File: src/rtl/proc_pkg.sv
// Shared definitions for the simple processor: instruction field layout,
// opcode values and the sequencer state encoding.
package proc_pkg;

    localparam int CODE_W     = 23;
    localparam int OP_W       = 4;
    localparam int REG_ADDR_W = 3;
    localparam int IMM_W      = 16;

    localparam int OP_MSB  = 22;
    localparam int OP_LSB  = 19;
    localparam int RX_MSB  = 18;
    localparam int RX_LSB  = 16;
    localparam int RY_MSB  = 15;
    localparam int RY_LSB  = 13;
    localparam int IMM_MSB = 15;
    localparam int IMM_LSB = 0;

    localparam logic [OP_W-1:0] OP_NOP  = 4'b0000;
    localparam logic [OP_W-1:0] OP_LOAD = 4'b0001;
    localparam logic [OP_W-1:0] OP_MOV  = 4'b0010;
    localparam logic [OP_W-1:0] OP_ADD  = 4'b0011;

    typedef enum logic [2:0] {
        ST_IDLE,
        ST_FETCH,
        ST_DECODE,
        ST_EXEC,
        ST_WB,
        ST_HALT
    } state_t;

    // True for the opcodes that commit a result to R[rx] in WB.
    function automatic logic writes_reg(input logic [OP_W-1:0] op);
        return (op == OP_LOAD) || (op == OP_MOV) || (op == OP_ADD);
    endfunction

    // True for opcodes outside the defined instruction set.
    function automatic logic is_illegal(input logic [OP_W-1:0] op);
        return op > OP_ADD;
    endfunction

endpackage

File: src/rtl/reg_file_8x16.sv
// Eight-entry register file: one synchronous write port, two combinational
// operand read ports and one combinational debug read port.
module reg_file_8x16 #(
    parameter int DATA_W = 16
) (
    input  logic              clk,
    input  logic              rst,
    input  logic              we,
    input  logic [2:0]        waddr,
    input  logic [DATA_W-1:0] wdata,
    input  logic [2:0]        ra_addr,
    output logic [DATA_W-1:0] ra_data,
    input  logic [2:0]        rb_addr,
    output logic [DATA_W-1:0] rb_data,
    input  logic [2:0]        dbg_addr,
    output logic [DATA_W-1:0] dbg_data
);

    logic [DATA_W-1:0] regs [8];

    // Clear every register on reset, otherwise commit the write port.
    always_ff @(posedge clk) begin
        if (rst) begin
            for (int i = 0; i < 8; i++) begin
                regs[i] <= '0;
            end
        end else if (we) begin
            regs[waddr] <= wdata;
        end
    end

    assign ra_data  = regs[ra_addr];
    assign rb_data  = regs[rb_addr];
    assign dbg_data = regs[dbg_addr];

endmodule

File: src/rtl/fetch_exec_unit.sv
// Multi-cycle sequencer: fetches a ROM word, decodes it, executes LOAD/MOV/ADD
// against the register file and retires one instruction every four cycles.
module fetch_exec_unit
    import proc_pkg::*;
#(
    parameter int PC_W         = 5,
    parameter int DATA_W       = 16,
    parameter bit HALT_ON_WRAP = 1'b1
) (
    input  logic              clk,
    input  logic              rst,
    input  logic              run,
    input  logic [22:0]       code,
    output logic [PC_W-1:0]   address,
    input  logic [2:0]        dbg_sel,
    output logic [DATA_W-1:0] dbg_data,
    output logic              busy,
    output logic              halted,
    output logic              carry,
    output logic              illegal,
    output logic [7:0]        retired
);

    state_t state, state_next;

    logic [PC_W-1:0]       pc;
    logic [CODE_W-1:0]     ir;
    logic [DATA_W-1:0]     opa, opb, result;
    logic [DATA_W-1:0]     ra_data, rb_data;
    logic [DATA_W:0]       sum;
    logic [OP_W-1:0]       op;
    logic [REG_ADDR_W-1:0] rx, ry;
    logic [DATA_W-1:0]     imm;
    logic                  wr_en;
    logic                  stop_here;

    assign op        = ir[OP_MSB:OP_LSB];
    assign rx        = ir[RX_MSB:RX_LSB];
    assign ry        = ir[RY_MSB:RY_LSB];
    assign imm       = DATA_W'(ir[IMM_MSB:IMM_LSB]);
    assign sum       = {1'b0, opa} + {1'b0, opb};
    assign stop_here = HALT_ON_WRAP && (&pc);
    assign address   = pc;

    reg_file_8x16 #(.DATA_W(DATA_W)) u_regs (
        .clk      (clk),
        .rst      (rst),
        .we       (wr_en),
        .waddr    (rx),
        .wdata    (result),
        .ra_addr  (rx),
        .ra_data  (ra_data),
        .rb_addr  (ry),
        .rb_data  (rb_data),
        .dbg_addr (dbg_sel),
        .dbg_data (dbg_data)
    );

    // State register; reset always returns the sequencer to IDLE.
    always_ff @(posedge clk) begin
        if (rst) begin
            state <= ST_IDLE;
        end else begin
            state <= state_next;
        end
    end

    // Next-state sequencing plus the status and write-enable outputs.
    always_comb begin
        state_next = state;
        busy       = 1'b0;
        halted     = 1'b0;
        wr_en      = 1'b0;
        case (state)
            ST_IDLE: begin
                if (run) begin
                    state_next = ST_FETCH;
                end
            end
            ST_FETCH: begin
                busy       = 1'b1;
                state_next = ST_DECODE;
            end
            ST_DECODE: begin
                busy       = 1'b1;
                state_next = ST_EXEC;
            end
            ST_EXEC: begin
                busy       = 1'b1;
                state_next = ST_WB;
            end
            ST_WB: begin
                busy       = 1'b1;
                wr_en      = writes_reg(op);
                state_next = stop_here ? ST_HALT : ST_FETCH;
            end
            ST_HALT: begin
                halted = 1'b1;
            end
            default: begin
                state_next = ST_IDLE;
            end
        endcase
    end

    // Datapath registers: IR capture, operand latch, execute, retire and PC step.
    always_ff @(posedge clk) begin
        if (rst) begin
            pc      <= '0;
            ir      <= '0;
            opa     <= '0;
            opb     <= '0;
            result  <= '0;
            carry   <= 1'b0;
            illegal <= 1'b0;
            retired <= '0;
        end else begin
            case (state)
                ST_FETCH: begin
                    ir <= code;
                end
                ST_DECODE: begin
                    opa <= ra_data;
                    opb <= rb_data;
                    if (is_illegal(op)) begin
                        illegal <= 1'b1;
                    end
                end
                ST_EXEC: begin
                    case (op)
                        OP_LOAD: result <= imm;
                        OP_MOV:  result <= opb;
                        OP_ADD: begin
                            result <= sum[DATA_W-1:0];
                            carry  <= sum[DATA_W];
                        end
                        default: result <= '0;
                    endcase
                end
                ST_WB: begin
                    retired <= retired + 8'd1;
                    if (!stop_here) begin
                        pc <= pc + PC_W'(1);
                    end
                end
                default: begin
                end
            endcase
        end
    end

endmodule

File: config.mk
export PLATFORM = sky130hd
export DESIGN_NAME = fetch_exec_unit
export DESIGN_NICKNAME = d
export VERILOG_FILES = /design/src/rtl/proc_pkg.sv /design/src/rtl/reg_file_8x16.sv /design/src/rtl/fetch_exec_unit.sv
export SDC_FILE = /design/constraint.sdc
export NUM_CORES = 1
export LEC_CHECK = 0
export CORE_MARGIN = 1
export CORE_UTILIZATION = 55
export CTS_CLUSTER_SIZE = 16
export DETAILED_ROUTE_END_ITERATION = 6
export PLACE_DENSITY_LB_ADDON = 0.05
export SYNTH_ARGS = -nofsm -noshare
export SYNTH_HDL_FRONTEND = slang
export SYNTH_SLANG_ARGS = --single-unit
File: constraint.sdc
create_clock -name clk -period 3.5 [get_ports clk]
set_clock_uncertainty 0.05 [all_clocks]
set_input_delay 1.05 -clock clk [delete_from_list [all_inputs] [get_ports clk]]
set_output_delay 1.05 -clock clk [all_outputs]
set_load 0.02 [all_outputs]
==> impl_metrics.sql <==
INSERT INTO impl_metrics (metric_group, metric, value, unit) VALUES
('synth', 'synth_top_family_by_area', 'multiplexers', ''),
('placed_design', 'postPlaceCellArea', '12800', 'sq um'),
('sta', 'totalNegativeSetupSlack', '0', 'ns'),
('synth', 'syn-mean-instance-area', '12.2', 'sq um'),
('clock_tree', 'htree_levels', '1', ''),
('clock_tree', 'path_clk_slew', '0.06', 'ns'),
('sta', 'fin_crit_sh', '99.6', '%'),
('synth', 'synth_compound_gate_area_share', '7.91', '%'),
('worst_setup_path', 'buffers_inverters_on_critical_path', '3', ''),
('worst_setup_path', 'critical_path.slowest_cell', 'sky130_fd_sc_hd__mux4_2', ''),
('clock_tree', 'numCtsBuffers', '25', ''),
('global_route', 'globalRouteOverflowTotal', '0', ''),
('drt', 'post_route_drc_violation_count', '0', ''),
('flow_run', 'max_cap_violations', '0', ''),
('global_route', 'grt_use_total', '29.7', '%'),
('sta', 'worst-slew-pin-transition', '1.10', 'ns'),
('placed_design', 'gp_congestion', '0.937', ''),
('floorplanning', 'die_x_extent', '148', 'um'),
('final_layout', 'post-route-util', '66.1', '%'),
('drt', 'drt-vias-per-instance', '6.39', ''),
('sta', 'finalCriticalPeriod', '3.49', 'ns'),
('floorplanning', 'top_level_ports', '62', ''),
('sta', 'finalHoldViolations', '0', ''),
('floorplanning', 'design.core.area', '21000', 'sq um'),
('worst_setup_path', 'worst_path_most_repeated_cell', 'sky130_fd_sc_hd__buf_12', ''),
('global_route', 'grt_antenna_before_repair', '0', ''),
('synth', 'synthesis.nets', '1013', ''),
('worst_setup_path', 'worst_stage_delay_on_the_critical_path', '0.50', 'ns'),
('synth', 'synth_enable_flop_cells', '128', ''),
('power_and_ir_drop', 'peakVddDrop', '378', 'uV'),
('synth', 'synth_async_sr_flop_share', '0', '%'),
('drt', 'detail_route.iter0.violations', '804', ''),
('synth', 'post_synthesis_adder_cell_area_fraction', '2.19', '%'),
('sta', 'max_clock_freq', '0.287', 'GHz'),
('drt', 'routed_wire_length_per_instance', '24.2', 'um'),
('drt', 'routed_wl', '32000', 'um'),
('synth', 'synth_flop_cell', 'sky130_fd_sc_hd__edfxtp_1', ''),
('sta', 'fin_hold_ws', '0.410', 'ns'),
('clock_tree', 'cts_tree', 'yes', ''),
('sta', 'setup-violations-final', '0', ''),
('floorplanning', 'floorplan.die_area', '22000', 'sq um'),
('power_and_ir_drop', 'cellLeakagePower', '4.96', 'nW'),
('worst_setup_path', 'crit_type', 'input pin to output port', ''),
('floorplanning', 'effective_utilization_at_floorplan', '56.1', '%'),
('placed_design', 'placed_cells_incl_taps', '1271', ''),
('sta', 'final-max-slew-violation-count', '0', ''),
('synth', 'synth.cell_area', '11800', 'sq um'),
('clock_tree', 'clock_path_buffers', '3', ''),
('global_route', 'grt_pass1_vias', '8460', ''),
('global_route', 'first_pass_grt_wire_length', '48600', 'um'),
('drt', 'first_drt_pass_iteration_count', '5', ''),
('synth', 'synth-simple-area-share', '15.0', '%'),
('clock_tree', 'cts.hold.buffers_added', '0', ''),
('clock_tree', 'clock_insertion_delay_worst_skew', '0.53', 'ns'),
('floorplanning', 'die_height', '148', 'um'),
('synth', 'distinct_cells_synth', '62', ''),
('placed_design', 'hpwlAfterDp', '21100', 'um'),
('power_and_ir_drop', 'power_density', '482', 'nW/um^2'),
('placed_design', 'count_of_port_buffers_added_during_placement', '61', ''),
('sta', 'grt_setup_unrepaired', 'true', ''),
('worst_setup_path', 'critical_path.endpoint_type', 'output port', ''),
('status', 'status', 'completed', ''),
('worst_setup_path', 'critical_path_required', '2.40', 'ns'),
('synth', 'synth.area.mux_share', '22.8', '%'),
('worst_setup_path', 'worst-path-max-fanout', '6', ''),
('worst_setup_path', 'cp_data_arrival_time', '2.39', 'ns'),
('final_layout', 'fraction_of_layout_cells_with_a_size_suffix_above_1', '22.4', '%'),
('synth', 'synth_xor_area_share', '1.56', '%'),
('final_layout', 'final_nets', '1078', ''),
('worst_setup_path', 'worst_setup_path_start_kind', 'input pin', ''),
('clock_tree', 'cts_root_buffer', 'sky130_fd_sc_hd__clkbuf_16', '');
-- final timing paths --
| check | startpoint | slack, ns | cells after the start | endpoint |
|---|---|---|---|---|
| max | dbg_sel[0] | 0.01 | 5 | dbg_data[4] |
| min reg2reg | ir[2] | 0.41 | 2 | ir[2] |
| min | ir[2] | 0.41 | 2 | ir[2] |
| max reg2reg | state[0] | 0.91 | 7 | u_regs.regs[1][13] |
-- per-stage QoR --
step | total power, mW | worst slack (ns)
2_1_floorplan | 3.61 | -0.0107
3_3_place_gp | 3.88 | -0.558
3_5_place_dp | 3.91 | -0.577
4_1_cts | 6.72 | 0.00377
5_1_grt | 6.92 | -0.00733
6_report | 6.69 | 0.0132
-- synthesized netlist by cell type, types with 5 or more instances --
cell type / instances / area [sq um]
sky130_fd_sc_hd__xnor2_1: 10 / 87.6
sky130_fd_sc_hd__mux4_2: 96 / 2160
sky130_fd_sc_hd__ha_1: 19 / 238
sky130_fd_sc_hd__and2_1: 130 / 813
sky130_fd_sc_hd__clkbuf_1: 34 / 128
sky130_fd_sc_hd__or2_1: 10 / 62.6
sky130_fd_sc_hd__a211oi_1: 32 / 240
sky130_fd_sc_hd__mux2_2: 18 / 203
sky130_fd_sc_hd__mux2i_1: 33 / 330
sky130_fd_sc_hd__a22oi_1: 11 / 82.6
sky130_fd_sc_hd__or3_1: 6 / 37.5
sky130_fd_sc_hd__a31oi_1: 5 / 31.3
sky130_fd_sc_hd__nand2_1: 70 / 263
sky130_fd_sc_hd__dfxtp_1: 89 / 1780
sky130_fd_sc_hd__edfxtp_1: 128 / 3840
sky130_fd_sc_hd__nor2_1: 86 / 323
sky130_fd_sc_hd__a21oi_1: 50 / 250
sky130_fd_sc_hd__buf_2: 24 / 120
sky130_fd_sc_hd__buf_1: 10 / 37.5
sky130_fd_sc_hd__nand3_1: 10 / 50.1
sky130_fd_sc_hd__o21ai_0: 7 / 35.0
sky130_fd_sc_hd__xor2_1: 11 / 96.3
-- metal layers --
layer  GRT usage, %  part of all wire [%]  vias up
li1               -                     -     3758
met1           39.6                    40     4221
met2           49.3                    49      391
met3           3.68                   7.1       78
met4           12.4                   3.9        0
met5              0                     0        -
-- worst min-delay path, cell delays in order, from the launching register on --
cell	delay [ns]
sky130_fd_sc_hd__dfxtp_1	0.31
sky130_fd_sc_hd__nand2_1	0.05
sky130_fd_sc_hd__a21oi_1	0.05
-- timing repair --
action | 4_1_cts | 5_1_grt
gates cloned | 5 | 1
gates resized for setup | 71 | 13
hold endpoints to repair | 0 | 0
endpoints found under the setup margin | 16 | 12
-- flip-flops by register name, indices dropped and copies added (netlist names) --
name and count:
u_regs.regs 128, ir 23, opa 16, opb 16, result 16, retired 8, address 5, state 3
carry 1, illegal 1
-- area by class of cell --
cell class,instances,area (sq um)
clock buffers,32,693
clock inverters,14,200
fillers,1573,7130
inverters,5,18.8
multi-input cells,671,5860
flip-flops and latches,217,5630
well taps,275,344
repair buffers,109,1140
-- cells by family after synthesis --
group	count (synthesis)
flops	217
mux	147
simple gates	344
fa+ha+maj	20
xor+xnor	21
buf+inv	76
compound gates	139
-- power by group --
group | switching [mW] | leakage (nW) | internal [mW]
combinational | 0.480 | 2.48 | 0.453
clock | 1.03 | 0.442 | 1.77
sequential | 0.137 | 2.05 | 2.82
-- cells in the final DEF (no fill, tap or decap), drive strengths merged, types with 4 or more instances in the layout --
master         instances
and2                 130
edfxtp               128
mux4                  96
dfxtp                 89
nor2                  87
nand2                 71
buf                   57
a21oi                 51
clkdlybuf4s50         41
clkbuf                34
mux2i                 33
a211oi                32
ha                    19
mux2                  18
a22oi                 11
xor2                  11
o21ai                 11
xnor2                 10
nand3                 10
or2                   10
clkinv                 7
inv                    7
nor3                   7
or3                    6
a31oi                  6
bufinv                 5
clkdlybuf4s15          5
nand3b                 4
a222oi                 4
nand2b                 4
nand4                  4
No activity file was read; power rests on OpenSTA's default activity.
